### config.mk
export PLATFORM = sky130hd
export DESIGN_NAME = imm_ext_pipe
export DESIGN_NICKNAME = d
export VERILOG_FILES = /design/src/rtl/imm_ext_pkg.sv /design/src/rtl/imm_field_ext.sv /design/src/rtl/imm_ext_pipe.sv
export SDC_FILE = /design/constraint.sdc
export NUM_CORES = 1
export LEC_CHECK = 0
export ABC_AREA = 1
export BUFFER_PORTS_ARGS = -buffer_cell sky130_fd_sc_hd__buf_4
export CAP_MARGIN = 10
export CORE_UTILIZATION = 51
export CTS_CLUSTER_SIZE = 30
export DETAILED_ROUTE_END_ITERATION = 12
export GPL_ROUTABILITY_DRIVEN = 0
export MAX_ROUTING_LAYER = met4
export PLACE_DENSITY = 0.92
export SLEW_MARGIN = 20
export SYNTH_ARGS = -nofsm -noshare
export SYNTH_HDL_FRONTEND = slang
export SYNTH_SLANG_ARGS = --single-unit
### constraint.sdc
create_clock -name clk -period 1.66 [get_ports clk]
set_input_delay 0.083 -clock clk [delete_from_list [all_inputs] [get_ports clk]]
set_output_delay 0.083 -clock clk [all_outputs]
set_load 0.005 [all_outputs]
### src/rtl/imm_ext_pkg.sv
// Shared mode codes and field widths for the LC-3 immediate extractor.
package imm_ext_pkg;

  localparam logic [2:0] MODE_IMM5  = 3'd0;
  localparam logic [2:0] MODE_OFF6  = 3'd1;
  localparam logic [2:0] MODE_PC9   = 3'd2;
  localparam logic [2:0] MODE_PC11  = 3'd3;
  localparam logic [2:0] MODE_TRAP8 = 3'd4;
  localparam logic [2:0] MODE_AMT4  = 3'd5;

  localparam int unsigned W_IMM5  = 5;
  localparam int unsigned W_OFF6  = 6;
  localparam int unsigned W_PC9   = 9;
  localparam int unsigned W_PC11  = 11;
  localparam int unsigned W_TRAP8 = 8;
  localparam int unsigned W_AMT4  = 4;

endpackage

### src/rtl/imm_field_ext.sv
// Combinational LC-3 field select and sign/zero extension.
// Optional left-shift-by-one when IMM_EXT_LSHF1_EN is defined.
module imm_field_ext
  import imm_ext_pkg::*;
#(
  parameter int unsigned IR_W  = 16,
  parameter int unsigned OUT_W = 16
) (
  input  logic [IR_W-1:0]  ir,
  input  logic [2:0]       mode,
  input  logic             sext,
  input  logic             lshf,
  output logic [OUT_W-1:0] data,
  output logic             err
);

  logic [OUT_W-1:0] ext;

  // Opcode and register fields above the widest immediate are never used here.
  logic unused_ir;
  assign unused_ir = ^ir[IR_W-1:W_PC11];

  always_comb begin
    ext = '0;
    err = 1'b0;
    case (mode)
      MODE_IMM5:  ext = {{(OUT_W-W_IMM5){sext & ir[W_IMM5-1]}}, ir[W_IMM5-1:0]};
      MODE_OFF6:  ext = {{(OUT_W-W_OFF6){sext & ir[W_OFF6-1]}}, ir[W_OFF6-1:0]};
      MODE_PC9:   ext = {{(OUT_W-W_PC9){sext & ir[W_PC9-1]}}, ir[W_PC9-1:0]};
      MODE_PC11:  ext = {{(OUT_W-W_PC11){sext & ir[W_PC11-1]}}, ir[W_PC11-1:0]};
      MODE_TRAP8: ext = {{(OUT_W-W_TRAP8){1'b0}}, ir[W_TRAP8-1:0]};
      MODE_AMT4:  ext = {{(OUT_W-W_AMT4){1'b0}}, ir[W_AMT4-1:0]};
      default:    err = 1'b1;
    endcase
  end

`ifdef IMM_EXT_LSHF1_EN
  assign data = lshf ? {ext[OUT_W-2:0], 1'b0} : ext;
`else
  logic unused_lshf;
  assign unused_lshf = lshf;
  assign data        = ext;
`endif

endmodule

### src/rtl/imm_ext_pipe.sv
// Two-stage valid/ready pipeline around imm_field_ext for the LC-3 datapath.
// IMM_EXT_LSHF1_EN enables the optional left-shift-by-one in stage 1.
module imm_ext_pipe
  import imm_ext_pkg::*;
#(
  parameter int unsigned IR_W  = 16,
  parameter int unsigned OUT_W = 16
) (
  input  logic             clk,
  input  logic             rst_n,
  input  logic             flush,
  input  logic             in_valid,
  output logic             in_ready,
  input  logic [IR_W-1:0]  in_ir,
  input  logic [2:0]       in_mode,
  input  logic             in_sext,
  input  logic             in_lshf,
  output logic             out_valid,
  input  logic             out_ready,
  output logic [OUT_W-1:0] out_data,
  output logic             out_err
);

  if (OUT_W < 12) begin : g_out_w_check
    $error("imm_ext_pipe: OUT_W must be >= 12");
  end

  logic [OUT_W-1:0] fe_data;
  logic             fe_err;

  logic             s1_valid_q, s1_valid_d;
  logic [OUT_W-1:0] s1_data_q, s1_data_d;
  logic             s1_err_q, s1_err_d;
  logic             s2_valid_q, s2_valid_d;
  logic [OUT_W-1:0] s2_data_q, s2_data_d;
  logic             s2_err_q, s2_err_d;

  logic s2_load;
  logic accept;

  imm_field_ext #(
    .IR_W  (IR_W),
    .OUT_W (OUT_W)
  ) u_field_ext (
    .ir   (in_ir),
    .mode (in_mode),
    .sext (in_sext),
    .lshf (in_lshf),
    .data (fe_data),
    .err  (fe_err)
  );

  assign s2_load  = s1_valid_q && (!s2_valid_q || out_ready);
  assign in_ready = !s1_valid_q || s2_load;
  assign accept   = in_valid && in_ready && !flush;

  always_comb begin
    s1_valid_d = s1_valid_q;
    s1_data_d  = s1_data_q;
    s1_err_d   = s1_err_q;
    s2_valid_d = s2_valid_q;
    s2_data_d  = s2_data_q;
    s2_err_d   = s2_err_q;
    // Flush drops everything in flight but leaves the data registers untouched.
    if (flush) begin
      s1_valid_d = 1'b0;
      s2_valid_d = 1'b0;
    end else begin
      if (accept) begin
        s1_valid_d = 1'b1;
        s1_data_d  = fe_data;
        s1_err_d   = fe_err;
      end else if (s2_load) begin
        s1_valid_d = 1'b0;
      end
      if (s2_load) begin
        s2_valid_d = 1'b1;
        s2_data_d  = s1_data_q;
        s2_err_d   = s1_err_q;
      end else if (out_ready) begin
        s2_valid_d = 1'b0;
      end
    end
  end

  always_ff @(posedge clk or negedge rst_n) begin
    if (!rst_n) begin
      s1_valid_q <= 1'b0;
      s1_data_q  <= '0;
      s1_err_q   <= 1'b0;
      s2_valid_q <= 1'b0;
      s2_data_q  <= '0;
      s2_err_q   <= 1'b0;
    end else begin
      s1_valid_q <= s1_valid_d;
      s1_data_q  <= s1_data_d;
      s1_err_q   <= s1_err_d;
      s2_valid_q <= s2_valid_d;
      s2_data_q  <= s2_data_d;
      s2_err_q   <= s2_err_d;
    end
  end

  assign out_valid = s2_valid_q;
  assign out_data  = s2_data_q;
  assign out_err   = s2_err_q;

endmodule

==> flow_summary.ini <==
[synth]
ys_ff_latch = 28
synth-seq-area-share_pct = 52.1
synth_top_family_by_area = simple AND/OR/NAND/NOR gates
synth-xor-area-share_pct = 0
ys_warn_count = 0
yosysTopAreaCell = dfrtp_1
synth_top_area_share_pct = 52.1
yosys-top-cells-area = dfrtp_1 52%, nand2_1 16%, nand3_1 6.3%, inv_1 4.2%, o21ai_2 3.9%
synthSimpleGateAreaFrac_pct = 31.2
netlist_area_um2 = 1340
syn_inst = 160
synthMuxAreaShare_pct = 0
synth_compound_area_share_pct = 6.70
syn_area_per_cell_um2 = 8.40
synthAdderAreaFrac_pct = 0
syn_nets = 186
netlist-cell-type-count = 19

[worst_setup_path]
slowest_stage = dfrtp_1
criticalPathCategory = reg2out
crit_required_ns = 1.58
cp_cell_sequence = inv_1 -> nor2_4 -> nand2_2 -> buf_4
cp.arrival_ns = 1.13
endpoint_kind = primary output
cp-start-kind = register
cp_slowest_stage_delay_ns = 0.38
crit_fanout = 4

[sta]
hold_viol_final = 0
finalSetupViolCount = 0
min_period_ns = 1.22
fin_skew_ns = 0.00575
slew_headroom_pct = 77.0
final-max-slew-violation-count = 0
rsz0062_at_grt = no
max_freq_mhz = 822
tightestPinTransition_ns = 0.344
tns_ns = 0
fin_crit_sh_pct = 73.3
holdWs_ns = 0.00571

[route]
dr.pass1.iters = 6
vias = 1124
ant_nets = 0
wirelength_um = 2640
post-route-drc-count = 0
routedWlPerCell_um = 11.5
avgViaCountPerCell = 4.89
drtIter0Drc = 16

[clock_tree]
cts_buffers = 3
cts_setup_buffers = 0
clock_tree.buffer_depth = 2
cts.sink_count = 28
cts_tree = yes
clk_pin_slew_ns = 0.14
h-tree-depth = 1
hold_buffers = 3
ctsResizeCount = 0
worstSkewPairLatency_ns = 0.32
root_buffer = clkbuf_4

[min_path]
hold_path_class = in2reg

[pwr]
p_int_w = 0.00109
p_seq_share_pct = 55.5
power_leakage_nw = 0.939
powerDensity_nw_per_um2 = 891
power.switching_w = 0.000406
power.share.clock_pct = 21.4
swShare_pct = 27.1
peakVddDrop_uv = 488
combPwrFrac_pct = 23.1
finalPower_w = 0.00150

[die]
die_height_um = 53.3
die_x_um = 53.3
fp-row-count = 18
ios = 45
start_util_pct = 54.2
coreArea_um2 = 2480
die_area_um2 = 2840

[finish]
diodes = 0
layout.nets = 227
final_common_cell = nand2_1
fin_cells = 230
layout-drive-gt1-share_pct = 29.0
finish.utilization_pct = 67.9
layout_common_cells = 57 x nand2_1, 38 x buf_4, 28 x dfrtp_1
area_growth_pct = 25.1

[status]
run_status = finished clean

[placed_design]
io_buffers = 38
dp_cells = 222
dp_hpwl_um = 2060

[global_routing]
grt_pass1_vias = 1004
grt_max_degree = 29
antenna_found_initial = 0
grt_usage_pct = 21.6
grt_first_pass_wirelength_um = 4240
grt.overflow.total = 0

[job]
maxCapViolations = 0
routing by layer:
| layer | vias up | global-route usage, % | share of wire, % |
|---|---|---|---|
| met4 | 0 | 7.89 | 1.4 |
| met3 | 5 | 3.45 | 3.9 |
| met2 | 36 | 36.9 | 51 |
| li1 | 571 | - | - |
| met1 | 512 | 25.5 | 43 |
| met5 | - | - | 0 |
final timing paths:
| path | cells after the start | end | slack [ns] | start |
|---|---|---|---|---|
| max | 4 | in_ready | 0.44 | out_valid$_DFFE_PN0P_ |
| max in group asynchronous | 2 | out_err$_DFFE_PN0P_ | 1.22 | rst_n |
| min reg2reg | 2 | out_data[8]$_DFFE_PN0P_ | 0.49 | out_data[8]$_DFFE_PN0P_ |
| max reg2reg | 7 | s1_data_q[1]$_DFFE_PN0P_ | 0.49 | out_valid$_DFFE_PN0P_ |
| min | 3 | s1_data_q[3]$_DFFE_PN0P_ | 0.006 | in_ir[3] |
| min in group asynchronous | 2 | out_data[2]$_DFFE_PN0P_ | 0.19 | rst_n |
cell type report:
class	count	area, um^2
fillers	221	796
flip-flops and latches	28	701
multi-input cells	108	509
repair buffers	42	325
inverters	18	72.6
well taps	30	37.5
clock buffers	4	36.3
kinds of logic after synthesis:
logic type / Yosys count
simple gates: 95
flops: 28
buf+inv: 24
compound gates: 13
registers in the layout, summed over array words and instances (netlist names):
register    count
out_data       12
s1_valid_q      1
s1_err_q        1
out_valid       1
out_err         1
s1_data_q      12
synthesized netlist by cell type:
master and count:
nand3b_1 1, buf_6 1, buf_12 1, nand2_1 57
inv_1 15, nand2_4 2, dfrtp_1 28, nand3_1 17
nor2_2 2, o21ai_0 4, nor2_4 2, inv_2 2
a21oi_1 2, o21a_1 1, nor2_1 13, nand2_2 1
buf_4 4, o21ai_2 6, inv_6 1
worst max-delay path: cells and delay by family (launching register included):
| kind | cells | cell delay (ns) |
|---|---|---|
| flops | 1 | 0.38 |
| buf+inv | 2 | 0.22 |
| simple gates | 2 | 0.21 |
power by group through the flow:
stage	clock, W	combinational [W]	sequential [W]
floorplan	0	0.000166	0.000843
CTS	0.000325	0.000349	0.000832
global placement	0	0.000324	0.000842
finish	0.000320	0.000346	0.000832
global route	0.000352	0.000391	0.000845
detailed placement	0	0.000342	0.000846
per-stage QoR:
stage	cell area, um^2	worst slack (ns)
floorplan	1340	0.569
global route	1680	0.376
CTS	1670	0.433
finish	1680	0.443
detailed placement	1610	0.521
global placement	1610	0.586
(Power assumes the default switching activity.)
